[config.mk]
export PLATFORM = sky130hd
export DESIGN_NAME = uart_rx_cfg_flat
export DESIGN_NICKNAME = d
export VERILOG_FILES = /design/src/rtl/uart_rx_cfg_if.sv /design/src/rtl/uart_rx_cfg.sv /design/src/flat_wrapper.sv
export SDC_FILE = /design/constraint.sdc
export NUM_CORES = 1
export LEC_CHECK = 0
export ABC_AREA = 1
export CAP_MARGIN = 40
export CORE_MARGIN = 8
export CORE_UTILIZATION = 40
export CTS_CLUSTER_SIZE = 30
export DETAILED_ROUTE_END_ITERATION = 10
export GPL_TIMING_DRIVEN = 0
export HOLD_SLACK_MARGIN = 0.03
export PLACE_DENSITY = 0.67
export SETUP_SLACK_MARGIN = 0.02
export SLEW_MARGIN = 0
export SYNTH_ARGS = -nofsm -noshare
export SYNTH_HDL_FRONTEND = slang
export SYNTH_SLANG_ARGS = --single-unit
[constraint.sdc]
create_clock -name i_clk -period 2 [get_ports i_clk]
set_clock_uncertainty 0.05 [all_clocks]
set_input_delay 0.2 -clock i_clk [delete_from_list [all_inputs] [get_ports i_clk]]
set_output_delay 0.2 -clock i_clk [all_outputs]
set_load 0.01 [all_outputs]
[src/rtl/uart_rx_cfg_if.sv]
`default_nettype none
// ----------------------------------------------------------------------------
// uart_rx_cfg_if : serial line, oversampling tick and frame report bundle
// Rev 1.0
// ----------------------------------------------------------------------------
interface uart_rx_cfg_if #(
  parameter int DATA_BITS = 8
);
  logic                 i_rx;
  logic                 i_tick;
  logic [DATA_BITS-1:0] o_data;
  logic                 o_valid;
  logic                 o_parity_err;
  logic                 o_frame_err;
  logic                 o_break;
  logic                 o_busy;

  modport master (
    output i_rx, i_tick,
    input  o_data, o_valid, o_parity_err, o_frame_err, o_break, o_busy
  );

  modport slave (
    input  i_rx, i_tick,
    output o_data, o_valid, o_parity_err, o_frame_err, o_break, o_busy
  );
endinterface
`default_nettype wire

[src/rtl/uart_rx_cfg.sv]
`default_nettype none
// ----------------------------------------------------------------------------
// uart_rx_cfg : parametrised UART receiver, 3-sample majority vote per bit
// Rev 1.0
// ----------------------------------------------------------------------------
module uart_rx_cfg #(
  parameter int DATA_BITS  = 8,
  parameter int OVERSAMPLE = 16,
  parameter int PARITY     = 0,
  parameter int STOP_BITS  = 1
) (
  input wire           i_clk,
  input wire           i_reset_n,
  uart_rx_cfg_if.slave bus
);
  localparam int c_M   = OVERSAMPLE / 2;
  localparam int c_TCW = $clog2(OVERSAMPLE);
  localparam int c_BCW = $clog2(DATA_BITS + 1);

  typedef enum logic [2:0] {
    S_IDLE      = 3'd0,
    S_START     = 3'd1,
    S_DATA      = 3'd2,
    S_PARITY    = 3'd3,
    S_STOP      = 3'd4,
    S_WAIT_HIGH = 3'd5
  } state_t;

  logic                 r_sync1, r_sync2;
  state_t               r_state, w_state_n;
  logic [c_TCW-1:0]     r_tc, w_tc_n, w_tc_inc;
  logic [c_BCW-1:0]     r_bc, w_bc_n;
  logic [DATA_BITS-1:0] r_shift, w_shift_n;
  logic                 r_s0, r_s1, w_s0_n, w_s1_n;
  logic                 r_perr_acc, w_perr_acc_n;
  logic                 r_ferr_acc, w_ferr_acc_n;
  logic                 r_zero_acc, w_zero_acc_n;
  logic [DATA_BITS-1:0] r_data, w_data_n;
  logic                 r_valid, w_valid_n;
  logic                 r_perr, w_perr_n;
  logic                 r_ferr, w_ferr_n;
  logic                 r_brk, w_brk_n;

  logic w_rx_s, w_last, w_resolve, w_maj, w_par_x;

  assign w_rx_s    = r_sync2;
  assign w_last    = bus.i_tick && (r_tc == c_TCW'(OVERSAMPLE - 1));
  assign w_resolve = bus.i_tick && (r_tc == c_TCW'(c_M + 1));
  assign w_maj     = (r_s0 & r_s1) | (r_s0 & w_rx_s) | (r_s1 & w_rx_s);
  assign w_par_x   = ^{r_shift, w_maj};
  assign w_tc_inc  = w_last ? '0 : r_tc + 1'b1;

  always_ff @(posedge i_clk or negedge i_reset_n) begin
    if (!i_reset_n) begin
      r_sync1    <= 1'b1;
      r_sync2    <= 1'b1;
      r_state    <= S_IDLE;
      r_tc       <= '0;
      r_bc       <= '0;
      r_shift    <= '0;
      r_s0       <= 1'b0;
      r_s1       <= 1'b0;
      r_perr_acc <= 1'b0;
      r_ferr_acc <= 1'b0;
      r_zero_acc <= 1'b0;
      r_data     <= '0;
      r_valid    <= 1'b0;
      r_perr     <= 1'b0;
      r_ferr     <= 1'b0;
      r_brk      <= 1'b0;
    end else begin
      r_sync1    <= bus.i_rx;
      r_sync2    <= r_sync1;
      r_state    <= w_state_n;
      r_tc       <= w_tc_n;
      r_bc       <= w_bc_n;
      r_shift    <= w_shift_n;
      r_s0       <= w_s0_n;
      r_s1       <= w_s1_n;
      r_perr_acc <= w_perr_acc_n;
      r_ferr_acc <= w_ferr_acc_n;
      r_zero_acc <= w_zero_acc_n;
      r_data     <= w_data_n;
      r_valid    <= w_valid_n;
      r_perr     <= w_perr_n;
      r_ferr     <= w_ferr_n;
      r_brk      <= w_brk_n;
    end
  end

  always_comb begin
    w_state_n    = r_state;
    w_tc_n       = r_tc;
    w_bc_n       = r_bc;
    w_shift_n    = r_shift;
    w_s0_n       = (bus.i_tick && r_tc == c_TCW'(c_M - 1)) ? w_rx_s : r_s0;
    w_s1_n       = (bus.i_tick && r_tc == c_TCW'(c_M))     ? w_rx_s : r_s1;
    w_perr_acc_n = r_perr_acc;
    w_ferr_acc_n = r_ferr_acc;
    w_zero_acc_n = r_zero_acc;
    w_data_n     = r_data;
    w_valid_n    = 1'b0;
    w_perr_n     = r_perr;
    w_ferr_n     = r_ferr;
    w_brk_n      = r_brk;

    case (r_state)
      S_IDLE: begin
        if (!w_rx_s) begin
          w_state_n    = S_START;
          w_tc_n       = '0;
          w_perr_acc_n = 1'b0;
          w_ferr_acc_n = 1'b0;
          w_zero_acc_n = 1'b1;
        end
      end
      S_START: begin
        if (bus.i_tick) begin
          w_tc_n = w_tc_inc;
          if (w_resolve && w_maj) begin
            w_state_n = S_IDLE;
            w_tc_n    = '0;
          end else if (w_last) begin
            w_state_n = S_DATA;
            w_bc_n    = '0;
          end
        end
      end
      S_DATA: begin
        if (bus.i_tick) begin
          w_tc_n = w_tc_inc;
          if (w_resolve) begin
            w_shift_n    = {w_maj, r_shift[DATA_BITS-1:1]};
            w_zero_acc_n = r_zero_acc & ~w_maj;
          end
          if (w_last) begin
            if (r_bc == c_BCW'(DATA_BITS - 1)) begin
              w_bc_n    = '0;
              w_state_n = (PARITY != 0) ? S_PARITY : S_STOP;
            end else begin
              w_bc_n = r_bc + 1'b1;
            end
          end
        end
      end
      S_PARITY: begin
        if (bus.i_tick) begin
          w_tc_n = w_tc_inc;
          if (w_resolve) begin
            w_perr_acc_n = (PARITY == 1) ? ~w_par_x : w_par_x;
            w_zero_acc_n = r_zero_acc & ~w_maj;
          end
          if (w_last) begin
            w_state_n = S_STOP;
            w_bc_n    = '0;
          end
        end
      end
      S_STOP: begin
        if (bus.i_tick) begin
          w_tc_n = w_tc_inc;
          if (w_resolve) begin
            w_ferr_acc_n = r_ferr_acc | ~w_maj;
            w_zero_acc_n = r_zero_acc & ~w_maj;
            // Last stop bit completes at mid-bit so the next start edge is not missed
            if (r_bc == c_BCW'(STOP_BITS - 1)) begin
              w_valid_n = 1'b1;
              w_data_n  = r_shift;
              w_perr_n  = r_perr_acc;
              w_ferr_n  = r_ferr_acc | ~w_maj;
              w_brk_n   = r_zero_acc & ~w_maj;
              w_tc_n    = '0;
              w_state_n = (r_zero_acc & ~w_maj) ? S_WAIT_HIGH : S_IDLE;
            end
          end else if (w_last) begin
            w_bc_n = r_bc + 1'b1;
          end
        end
      end
      S_WAIT_HIGH: begin
        if (w_rx_s) begin
          w_state_n = S_IDLE;
        end
      end
      default: begin
        w_state_n = S_IDLE;
      end
    endcase
  end

  assign bus.o_data       = r_data;
  assign bus.o_valid      = r_valid;
  assign bus.o_parity_err = r_perr;
  assign bus.o_frame_err  = r_ferr;
  assign bus.o_break      = r_brk;
  assign bus.o_busy       = (r_state != S_IDLE);
endmodule
`default_nettype wire
[src/flat_wrapper.sv]
// flat-port wrapper written by rule: the top's interface ports become plain ports
module uart_rx_cfg_flat 
#(
  parameter int DATA_BITS  = 8,
  parameter int OVERSAMPLE = 16,
  parameter int PARITY     = 0,
  parameter int STOP_BITS  = 1
)
  (i_clk, i_reset_n, bus_i_rx, bus_i_tick, bus_o_data, bus_o_valid, bus_o_parity_err, bus_o_frame_err, bus_o_break, bus_o_busy);
  uart_rx_cfg_if #(.DATA_BITS(DATA_BITS)) bus_i ();
  input wire i_clk;
  input wire i_reset_n;
  input wire logic [$bits(bus_i.i_rx)-1:0] bus_i_rx;
  input wire logic [$bits(bus_i.i_tick)-1:0] bus_i_tick;
  output wire logic [$bits(bus_i.o_data)-1:0] bus_o_data;
  output wire logic [$bits(bus_i.o_valid)-1:0] bus_o_valid;
  output wire logic [$bits(bus_i.o_parity_err)-1:0] bus_o_parity_err;
  output wire logic [$bits(bus_i.o_frame_err)-1:0] bus_o_frame_err;
  output wire logic [$bits(bus_i.o_break)-1:0] bus_o_break;
  output wire logic [$bits(bus_i.o_busy)-1:0] bus_o_busy;
  assign bus_i.i_rx = bus_i_rx;
  assign bus_i.i_tick = bus_i_tick;
  assign bus_o_data = bus_i.o_data;
  assign bus_o_valid = bus_i.o_valid;
  assign bus_o_parity_err = bus_i.o_parity_err;
  assign bus_o_frame_err = bus_i.o_frame_err;
  assign bus_o_break = bus_i.o_break;
  assign bus_o_busy = bus_i.o_busy;
  uart_rx_cfg #(.DATA_BITS(DATA_BITS), .OVERSAMPLE(OVERSAMPLE), .PARITY(PARITY), .STOP_BITS(STOP_BITS)) u_core (.i_clk(i_clk), .i_reset_n(i_reset_n), .bus(bus_i));
endmodule
==> impl_metrics.toml, run 1 <==
[global_route]
grtUsageTotal_pct = 11.6
met1_usage_pct = 13.8
grt_max_degree = 29
first_global_vias = 1643
antenna_found_initial = 0
overflow = 0
gr-usage-met3_pct = 3.19
grt_pass1_wl_mm = 7.20
grt-busiest-layer = "met2"
grt.met2_usage_pct = 19.8

[floorplan]
core_um2 = 5040
initial_core_util_pct = 41.0
num_io_pins = 17
die_w_um = 87.9
fp-row-count = 26
dieArea_um2 = 7730
dieHeight_um = 87.9

[timing]
final.setup.worst_slack_ns = 0.117
slew_viol_final = 0
rsz0062_at_grt = "no"
tns_ns = 0
worst_slew_pin_slew_ns = 0.302
holdWs_ns = 0.264
setup_viol = 0
period_needed_ns = 1.88
slew_headroom_pct = 79.8
fmax_mhz = 531
period_share_pct = 94.1
hold_viol = 0

[cts]
cts_made_buffers = 5
cts-root-buf = "clkbuf_8"
cts_setup_buffers = 0
clk_pin_slew_ns = 0.08
clk-insertion-delay-late_ns = 0.29
htreeDepth = 2
cts_tree = "done"
cts_buffer_depth = 2
cts.sinks = 38

[worst_setup_path]
cp-end-kind = "output pin"
cp_max_fo = 4
path_class = "register to output pin"
cp-start-kind = "register"
critPathRequiredTime_ns = 1.75
critPathArrivalTime_ns = 1.63

[drt]
wl_per_cell_um = 10.9
via_per_inst = 4.63
drtIter0Drc = 67
drcViolationCount = 0
vias = 1717
antenna_left = 0
first_pass_iters = 4
wirelength_mm = 4.06

[placed_design]
io_buffer_count = 16
gp_congestion = 0.868
pre_cts_ws_ns = 0.111
dp_hpwl_mm = 3.07
placedCellCount = 362

[status]
status = "finished clean"

[finish]
drive_gt1_share_pct = 13.3
num_antenna_cells = 0
final_cells = 371
areaGrowthSynthToFinish_pct = 18.0
final_nets = 309
fillCellCount = 497

[pwr]
p_per_area_nw_per_um2 = 943
p_leak_uw = 0.00118
ir_worst_vdd_uv = 572

[synthesis]
yosys_warnings = 0
seq_area_frac_synth_pct = 46.1
synthDistinctLibCells = 24
syn_avg_cell_area_um2 = 7.52
syn_area_um2 = 2070
synth-seq-cells = 38
syn_inst = 275
synth_nets = 284

[min_path]
hold_path_class = "input port to asynchronous set/reset pin"

[run]
max_cap_violations = 0
## power breakdown
group / internal, uW / switching, uW
sequential: 856 / 79.1
combinational: 284 / 531
clock: 277 / 274
total: 1420 / 884
## layout by cell type (no fill, tap or decap)
cell,instances
buf_6,2
dlygate4sd3_1,1
nand2_2,7
a21oi_1,5
xor2_1,2
inv_1,36
clkbuf_8,6
inv_2,3
nand3_2,1
nand2_1,98
or2_2,1
nor2_2,5
clkinvlp_4,1
o21ai_0,22
a31oi_1,1
clkinv_2,1
buf_2,2
nand3_1,15
a211oi_1,1
dfrtp_1,36
nor2_4,3
o21ai_2,4
clkdlybuf4s50_1,15
o21ai_1,7
dfstp_2,2
buf_12,1
buf_4,1
nor2_1,14
ha_1,5
nand4_1,3
## timing repair
item,CTS,global route
hold buffers,1,0
setup endpoints to repair,0,1
endpoints found under the hold margin,29,0
gates resized for setup,0,1
## synth_stat cells (all sizes together)
cell type | count | area share [%]
inv | 39 | 7.1
ha | 5 | 3.0
o21ai | 33 | 8.7
a31oi | 1 | 0.30
buf | 4 | 1.7
xor2 | 2 | 0.85
nand3 | 16 | 4.1
a21oi | 5 | 1.2
nand4 | 3 | 0.91
nor2 | 22 | 5.4
dfstp | 2 | 2.5
dfrtp | 36 | 44
a211oi | 1 | 0.36
or2 | 1 | 0.30
nand2 | 105 | 20
## worst max-delay path, stage by stage (launching register included)
cell and delay [ns]:
dfrtp_1 0.43, inv_2 0.11, nand2_1 0.11, nor2_4 0.14, inv_1 0.07, clkdlybuf4s50_1 0.48
## flip-flops by register name, summed over array words and instances, names as in the netlist
register	cells
u_core.r_ferr_acc	1
u_core.bus.o_data	8
u_core.bus.o_break	1
u_core.r_sync1	1
u_core.r_s0	1
u_core.r_tc	4
u_core.bus.o_frame_err	1
u_core.r_s1	1
u_core.r_sync2	1
u_core.r_bc	4
u_core.r_state	3
u_core.r_shift	8
u_core.bus.o_parity_err	1
u_core.bus.o_valid	1
u_core.r_zero_acc	1
u_core.r_perr_acc	1
## layout make-up
| cell class | instances | area (um2) | area share, % |
|---|---|---|---|
| Inverter | 39 | 146 | 6.00 |
| Tap cell | 70 | 87.6 | 3.59 |
| Timing Repair Buffer | 18 | 185 | 7.59 |
| Clock buffer | 6 | 82.6 | 3.38 |
| Multi-Input combinational cell | 194 | 938 | 38.4 |
| Buffer | 4 | 35.0 | 1.44 |
| Clock inverter | 2 | 12.5 | 0.513 |
| Sequential cell | 38 | 953 | 39.1 |
## cell families (layout without fill, tap and decap cells)
| kind of cell | after synthesis | after routing | share of synthesized area (%) |
|---|---|---|---|
| AND/OR/NAND/NOR | 147 | 147 | 30.7 |
| buffers and inverters | 43 | 69 | 8.77 |
| AO/OA/AOI/OAI | 40 | 40 | 10.6 |
| flip-flops | 38 | 38 | 46.1 |
| adder cells (fa/ha/maj) | 5 | 5 | 3.02 |
| XOR/XNOR | 2 | 2 | 0.847 |
## stage by stage
step | power [uW] | utilization, % | cell area [um2]
2_1_floorplan | 1550 | - | 2070
3_5_place_dp | 1750 | 46.2 | 2330
3_3_place_gp | 1730 | 45.9 | 2320
4_1_cts | 2320 | 48.3 | 2440
5_1_grt | 2490 | 48.4 | 2440
6_report | 2300 | 48.4 | 2440
## per-layer routing
layer  vias up  wire, um
li1        906         -
met1       776      1900
met2        31      1930
met3         4       210
met4         0        19
met5         -         0
## worst paths after layout
| path | startpoint | endpoint | cells past startpoint | slack [ns] |
|---|---|---|---|---|
| worst max-delay path | u_core.r_state[1] | bus_o_busy | 5 | 0.12 |
| worst min-delay path | i_reset_n | u_core.bus.o_data[0] | 2 | 0.26 |
| worst max register to register | u_core.r_tc[0] | u_core.r_state[0] | 10 | 0.30 |
| worst min register to register | u_core.r_sync1 | u_core.r_sync2 | 0 | 0.31 |
| max in group asynchronous | i_reset_n | u_core.r_sync2 | 3 | 1.12 |
| min in group i_clk | bus_i_rx | u_core.r_sync1 | 1 | 0.27 |
(Power assumes the default switching activity.)
==> run 2: changes to the inputs <==
--- a/config.mk
+++ b/config.mk
@@ -15,7 +15,6 @@
 export HOLD_SLACK_MARGIN = 0.03
 export PLACE_DENSITY = 0.67
 export SETUP_SLACK_MARGIN = 0.02
-export SLEW_MARGIN = 0
 export SYNTH_ARGS = -nofsm -noshare
 export SYNTH_HDL_FRONTEND = slang
 export SYNTH_SLANG_ARGS = --single-unit
==> results of run 2 <==
No change in the layout: final DEF, timing and power equal those of run 1.
